===== src/rtl/uart_cmd_rx.sv =====
// UART command receiver: 8N1 deserialiser with ASCII key decode into one-cycle move pulses.
// Define UART_CMD_RX_PARITY_EN for 8E1 frames with an even-parity check and a parity_err pulse.
module uart_cmd_rx #(
   parameter int CLKS_PER_BIT = 868,
   parameter int HALF_BIT     = CLKS_PER_BIT / 2
) (
   input  logic       clk,
   input  logic       rst_n,
   input  logic       rxd,
   output logic [7:0] rx_data,
   output logic       rx_valid,
   output logic       frame_err,
`ifdef UART_CMD_RX_PARITY_EN
   output logic       parity_err,
`endif
   output logic       cmd_up,
   output logic       cmd_down,
   output logic       cmd_left,
   output logic       cmd_right,
   output logic       cmd_center,
   output logic [2:0] dbg_state
);

   localparam int CW = $clog2(CLKS_PER_BIT);
   localparam logic [CW-1:0] HALF_LOAD = CW'(HALF_BIT - 1);
   localparam logic [CW-1:0] BIT_LOAD  = CW'(CLKS_PER_BIT - 1);
   localparam logic [CW-1:0] CNT_ONE   = CW'(1);

   typedef enum logic [2:0] {
      S_IDLE    = 3'd0,
      S_START   = 3'd1,
      S_DATA    = 3'd2,
      S_STOP    = 3'd3,
      S_RECOVER = 3'd4
`ifdef UART_CMD_RX_PARITY_EN
      , S_PARITY = 3'd5
`endif
   } state_t;

   // Handshake: every output is a valid-only strobe with no ready; a consumer
   // must capture rx_data in the single cycle rx_valid is high.
   state_t          state_q, state_d;
   logic            sync1_q, rxs_q;
   logic [CW-1:0]   cnt_q, cnt_d;
   logic [2:0]      idx_q, idx_d;
   logic [7:0]      shift_q, shift_d;
   logic [7:0]      rx_data_q, rx_data_d;
   logic            rx_valid_q, rx_valid_d;
   logic            frame_err_q, frame_err_d;
   logic [4:0]      cmd_q, cmd_d;
   logic            cnt_zero;
`ifdef UART_CMD_RX_PARITY_EN
   logic            par_bad_q, par_bad_d;
   logic            parity_err_q, parity_err_d;
`endif

   // Returns {center, right, left, down, up}; at most one bit is ever set.
   function automatic logic [4:0] decode_cmd(input logic [7:0] b);
      case (b)
         8'h77, 8'h57: return 5'b00001;
         8'h73, 8'h53: return 5'b00010;
         8'h61, 8'h41: return 5'b00100;
         8'h64, 8'h44: return 5'b01000;
         8'h20:        return 5'b10000;
         default:      return 5'b00000;
      endcase
   endfunction

   assign cnt_zero = (cnt_q == '0);

   always_ff @(posedge clk or negedge rst_n) begin
      if (!rst_n) begin
         sync1_q <= 1'b1;
         rxs_q   <= 1'b1;
      end else begin
         sync1_q <= rxd;
         rxs_q   <= sync1_q;
      end
   end

   always_comb begin
      state_d     = state_q;
      cnt_d       = cnt_q;
      idx_d       = idx_q;
      shift_d     = shift_q;
      rx_data_d   = rx_data_q;
      rx_valid_d  = 1'b0;
      frame_err_d = 1'b0;
      cmd_d       = 5'b00000;
`ifdef UART_CMD_RX_PARITY_EN
      par_bad_d    = par_bad_q;
      parity_err_d = 1'b0;
`endif
      case (state_q)
         S_IDLE: begin
            if (!rxs_q) begin
               state_d = S_START;
               cnt_d   = HALF_LOAD;
            end
         end
         S_START: begin
            if (!cnt_zero) begin
               cnt_d = cnt_q - CNT_ONE;
            end else if (!rxs_q) begin
               state_d = S_DATA;
               cnt_d   = BIT_LOAD;
               idx_d   = 3'd0;
            end else begin
               state_d = S_IDLE;
            end
         end
         S_DATA: begin
            if (!cnt_zero) begin
               cnt_d = cnt_q - CNT_ONE;
            end else begin
               shift_d[idx_q] = rxs_q;
               cnt_d          = BIT_LOAD;
               idx_d          = idx_q + 3'd1;
               if (idx_q == 3'd7) begin
`ifdef UART_CMD_RX_PARITY_EN
                  state_d = S_PARITY;
`else
                  state_d = S_STOP;
`endif
               end
            end
         end
`ifdef UART_CMD_RX_PARITY_EN
         S_PARITY: begin
            if (!cnt_zero) begin
               cnt_d = cnt_q - CNT_ONE;
            end else begin
               // Even parity: data bits plus parity bit must have an even popcount.
               par_bad_d = ^{shift_q, rxs_q};
               cnt_d     = BIT_LOAD;
               state_d   = S_STOP;
            end
         end
`endif
         S_STOP: begin
            if (!cnt_zero) begin
               cnt_d = cnt_q - CNT_ONE;
            end else if (rxs_q) begin
               state_d = S_IDLE;
`ifdef UART_CMD_RX_PARITY_EN
               if (par_bad_q) begin
                  parity_err_d = 1'b1;
               end else begin
                  rx_data_d  = shift_q;
                  rx_valid_d = 1'b1;
                  cmd_d      = decode_cmd(shift_q);
               end
`else
               rx_data_d  = shift_q;
               rx_valid_d = 1'b1;
               cmd_d      = decode_cmd(shift_q);
`endif
            end else begin
               frame_err_d = 1'b1;
               state_d     = S_RECOVER;
            end
         end
         S_RECOVER: begin
            // A held-low break must not retrigger START until the line idles.
            if (rxs_q) begin
               state_d = S_IDLE;
            end
         end
         default: state_d = S_IDLE;
      endcase
   end

   always_ff @(posedge clk or negedge rst_n) begin
      if (!rst_n) begin
         state_q     <= S_IDLE;
         cnt_q       <= '0;
         idx_q       <= 3'd0;
         shift_q     <= 8'h00;
         rx_data_q   <= 8'h00;
         rx_valid_q  <= 1'b0;
         frame_err_q <= 1'b0;
         cmd_q       <= 5'b00000;
      end else begin
         state_q     <= state_d;
         cnt_q       <= cnt_d;
         idx_q       <= idx_d;
         shift_q     <= shift_d;
         rx_data_q   <= rx_data_d;
         rx_valid_q  <= rx_valid_d;
         frame_err_q <= frame_err_d;
         cmd_q       <= cmd_d;
      end
   end

`ifdef UART_CMD_RX_PARITY_EN
   always_ff @(posedge clk or negedge rst_n) begin
      if (!rst_n) begin
         par_bad_q    <= 1'b0;
         parity_err_q <= 1'b0;
      end else begin
         par_bad_q    <= par_bad_d;
         parity_err_q <= parity_err_d;
      end
   end

   assign parity_err = parity_err_q;
`endif

   assign rx_data    = rx_data_q;
   assign rx_valid   = rx_valid_q;
   assign frame_err  = frame_err_q;
   assign cmd_up     = cmd_q[0];
   assign cmd_down   = cmd_q[1];
   assign cmd_left   = cmd_q[2];
   assign cmd_right  = cmd_q[3];
   assign cmd_center = cmd_q[4];
   assign dbg_state  = state_q;

endmodule


===== config.mk =====
export PLATFORM = sky130hd
export DESIGN_NAME = uart_cmd_rx
export DESIGN_NICKNAME = d
export VERILOG_FILES = /design/src/rtl/uart_cmd_rx.sv
export SDC_FILE = /design/constraint.sdc
export NUM_CORES = 1
export LEC_CHECK = 0
export ABC_AREA = 1
export ABC_CLOCK_PERIOD_IN_PS = 1750
export CAP_MARGIN = 5
export CORE_AREA = 2 2 68 70
export DETAILED_ROUTE_END_ITERATION = 16
export DIE_AREA = 0 0 70 72
export PLACE_DENSITY_LB_ADDON = 0.05
export SLEW_MARGIN = 25
export SYNTH_ARGS = -nofsm -noshare
export SYNTH_HDL_FRONTEND = slang
export SYNTH_SLANG_ARGS = --single-unit

===== constraint.sdc =====
create_clock -name clk -period 1.75 [get_ports clk]
set_input_delay 0.4375 -clock clk [delete_from_list [all_inputs] [get_ports clk]]
set_output_delay 0.4375 -clock clk [all_outputs]
set_load 0.01 [all_outputs]

==> flow_summary.ini <==
[status]
status = completed

[logic_synthesis]
yosysSeqAreaShare_pct = 49.2
synth-edff-count = 0
yosysTopAreaCellShare_pct = 46.7
yosysWarnings = 0
synthCells = 251
syn-cell-area_um2 = 2090
yosys.area.top_type = dfrtp_1
postSynthAreaPerCell_um2 = 8.32
synth-seq-cells = 41
ys_top_cells_by_area = dfrtp_1 47%, nand2_1 13%, nand3_1 5.0%, nor2_1 5.0%, inv_1 4.0%
synth.distinct_cells = 32
syn_nets = 257
synth_top_flop_cell = dfrtp_1
async_flop_share_pct = 100

[sta]
fin_crit_sh_pct = 93.6
max_freq_mhz = 610
finalClockSkew_ps = 3.30
hold_viol_final = 0
fin_crit_ps = 1640
tightest_slew_ps = 515
finalSetupViolations = 0
rsz0062_at_grt = false
max-slew-margin-rel_pct = 65.7
tns_ps = 0
maxSlewViolCount = 0

[power]
clockPowerShare_pct = 44.4
power_mw = 1.77
comb_power_share_pct = 1.8
power_density_nw_per_um2 = 689
power.leakage_nw = 1.30
internal-power_mw = 1.42
switching_share_pct = 19.6
p_sw_uw = 348
power_frac_seq_pct = 53.8
peakVddDrop_v = 0.000477

[setup_path]
cp-start-kind = flip-flop
slowest_delay_ps = 540
critPathKind = flip-flop to output pin
crit_family = buffers and inverters
worstPathCellList = clkdlybuf4s50_1
path_max_fanout = 2
critPathSlowestCell = clkdlybuf4s50_1
reg2regPathDepth = 9
cp-endpoint = dbg_state[2]
crit_buf_inv = 1
arrival_ps = 1200
cp.required_ps = 1310
critPathLaunch = dbg_state[2]
worstReg2RegEnd = rx_data[4]
r2r_slack_ps = 130
timing.rr.start = cnt_q[0]
crit_path_end_kind = output pin
cp_num_cells = 1

[grt]
grt_pass1_vias = 1598
antenna_found_initial = 0
grt_pass1_wl_mm = 7.31
grt_usage_pct = 18.5
grt_max_degree = 42
overflow = 0

[clock_tree]
clk_path_buf_depth = 2
cts_tree = built
clock_sinks = 41
cts_hold_buf = 0
htree_levels = 2
insertion_delay_ps = 290
clk_pin_slew_ps = 80
root_buffer = clkbuf_8
cts_made_buffers = 5

[detailed_routing]
post_drt_wl_per_cell_um = 12.3
via_per_inst = 5.00
drc = 0
first_iter_violations = 58
met3WireLength_um = 170
highest_layer = met4
num_vias = 1711
dr.pass1.iters = 4
dr_wl_met2_mm = 1.87
drt-met1-wl_mm = 2.12
ant_nets = 0
drt-total-wl_mm = 4.22

[layout]
final_cell_area_um2 = 2570
utilization_pct = 60.3
instances_no_fill = 342
n_antenna_cell = 0
area_growth_pct = 23.0
nets = 295
layout-drive-gt1-share_pct = 17.9

[place]
gp_congestion = 0.820
dp.cells = 327
dpl-instance-area_um2 = 2380
dp_hpwl_mm = 2.94
port_buffers = 20

[floorplan]
die_area_um2 = 5040
die_h_um = 72
num_rows = 24
io_pins = 21
fp.coreArea_um2 = 4260
die_x_um = 70
initial_core_util_pct = 49.0

[run]
max_cap_viol_count = 0

[hold_path]
hold_class = input port to async pin
power by group through the flow:
stage          registers, mW  clock network (mW)  logic (mW)
6_report               0.953               0.785      0.0318
5_1_grt                0.953               0.853      0.0374
4_1_cts                0.952               0.814      0.0331
3_5_place_dp           0.971                   0      0.0332
3_3_place_gp           0.971                   0      0.0328
2_1_floorplan          0.971                   0     0.00609
layer usage:
layer  global-route usage, %  up-vias
met3                    5.00        6
li1                        -      881
met4                    6.84        0
met5                       0        -
met2                    27.0       34
met1                    26.7      790
layout make-up:
cell class	count	area, um^2
fillers	393	1690
flip-flops and latches	41	1030
multi-input cells	181	958
repair buffers	34	303
inverters	26	97.6
clock buffers	7	86.3
well taps	52	65.1
clock inverters	1	30.0
Yosys cell counts (3+ instances only):
cell type,instances
o21ai_2,4
inv_2,4
o21ai_1,16
xor2_1,3
dfrtp_1,39
nand2_2,3
nor2_1,28
nand2_1,72
inv_1,22
o21ai_0,5
o21a_1,3
nand3_1,21
ha_1,3
nand4_1,3
worst min-delay path by stage:
stage,from,endpoint,slack [ps],cells past startpoint
CTS,rst_n,cmd_q[1],210,2
global route,rst_n,cmd_q[1],240,2
global placement,sync1_q,rxs_q,350,0
finish,rst_n,cnt_q[7],190,2
floorplan,rst_n,cmd_q[0],140,0
detailed placement,sync1_q,rxs_q,350,0
logic make-up after synthesis:
family / Yosys count / share of synthesized area [%]
XOR/XNOR: 5 / 2.10
buffers and inverters: 30 / 6.29
AND/OR/NAND/NOR: 141 / 31.9
AO/OA/AOI/OAI: 31 / 8.68
adder cells (fa/ha/maj): 3 / 1.80
flip-flops: 41 / 49.2
layout by cell type, fill, tap and decap left out:
cell type         n
nand2_1          71
inv_2             4
o21ai_1          16
dlymetal6s2s_1    1
xnor2_1           2
nand3b_1          1
nand3_1          20
clkbuf_1          1
dfrtp_2           1
nor3_4            1
nand2_2           3
a21oi_2           1
buf_2             1
nor3_2            2
nor2_1           28
dfrtp_1          38
xor2_1            3
ha_1              2
nor3_1            1
o21ai_0           5
nand2_4           2
ha_2              1
nand3_2           1
inv_1            22
bufinv_16         1
buf_4            14
nand4_1           3
a21oi_1           2
nor2_2            3
nor2_4            2
nor2_8            1
clkdlybuf4s50_1  18
nor4_1            1
clkbuf_8          6
nand3_4           2
o21a_1            3
dfstp_2           2
o21ai_2           4
per-stage QoR:
step	hold WS (ps)	setup WS (ps)
after floorplan	142	118
after global placement	347	108
after detailed placement	350	39.4
after CTS	209	30.5
after global routing	240	2.31
final	190	111
timing repair:
item | CTS | global route
resized for setup | 1 | 6
endpoints found under the hold margin | 0 | 0
buffers inserted | 2 | 4
gates cloned | 0 | 1
endpoints found under the setup margin | 2 | 23
pin swaps | 0 | 8
state kept, by name, indices dropped and copies added (netlist names):
name	cells
sync1_q	1
rx_data	8
idx_q	3
dbg_state	3
frame_err	1
shift_q	8
cmd_q	5
cnt_q	10
rxs_q	1
rx_valid	1
No activity file was read; power rests on OpenSTA's default activity.
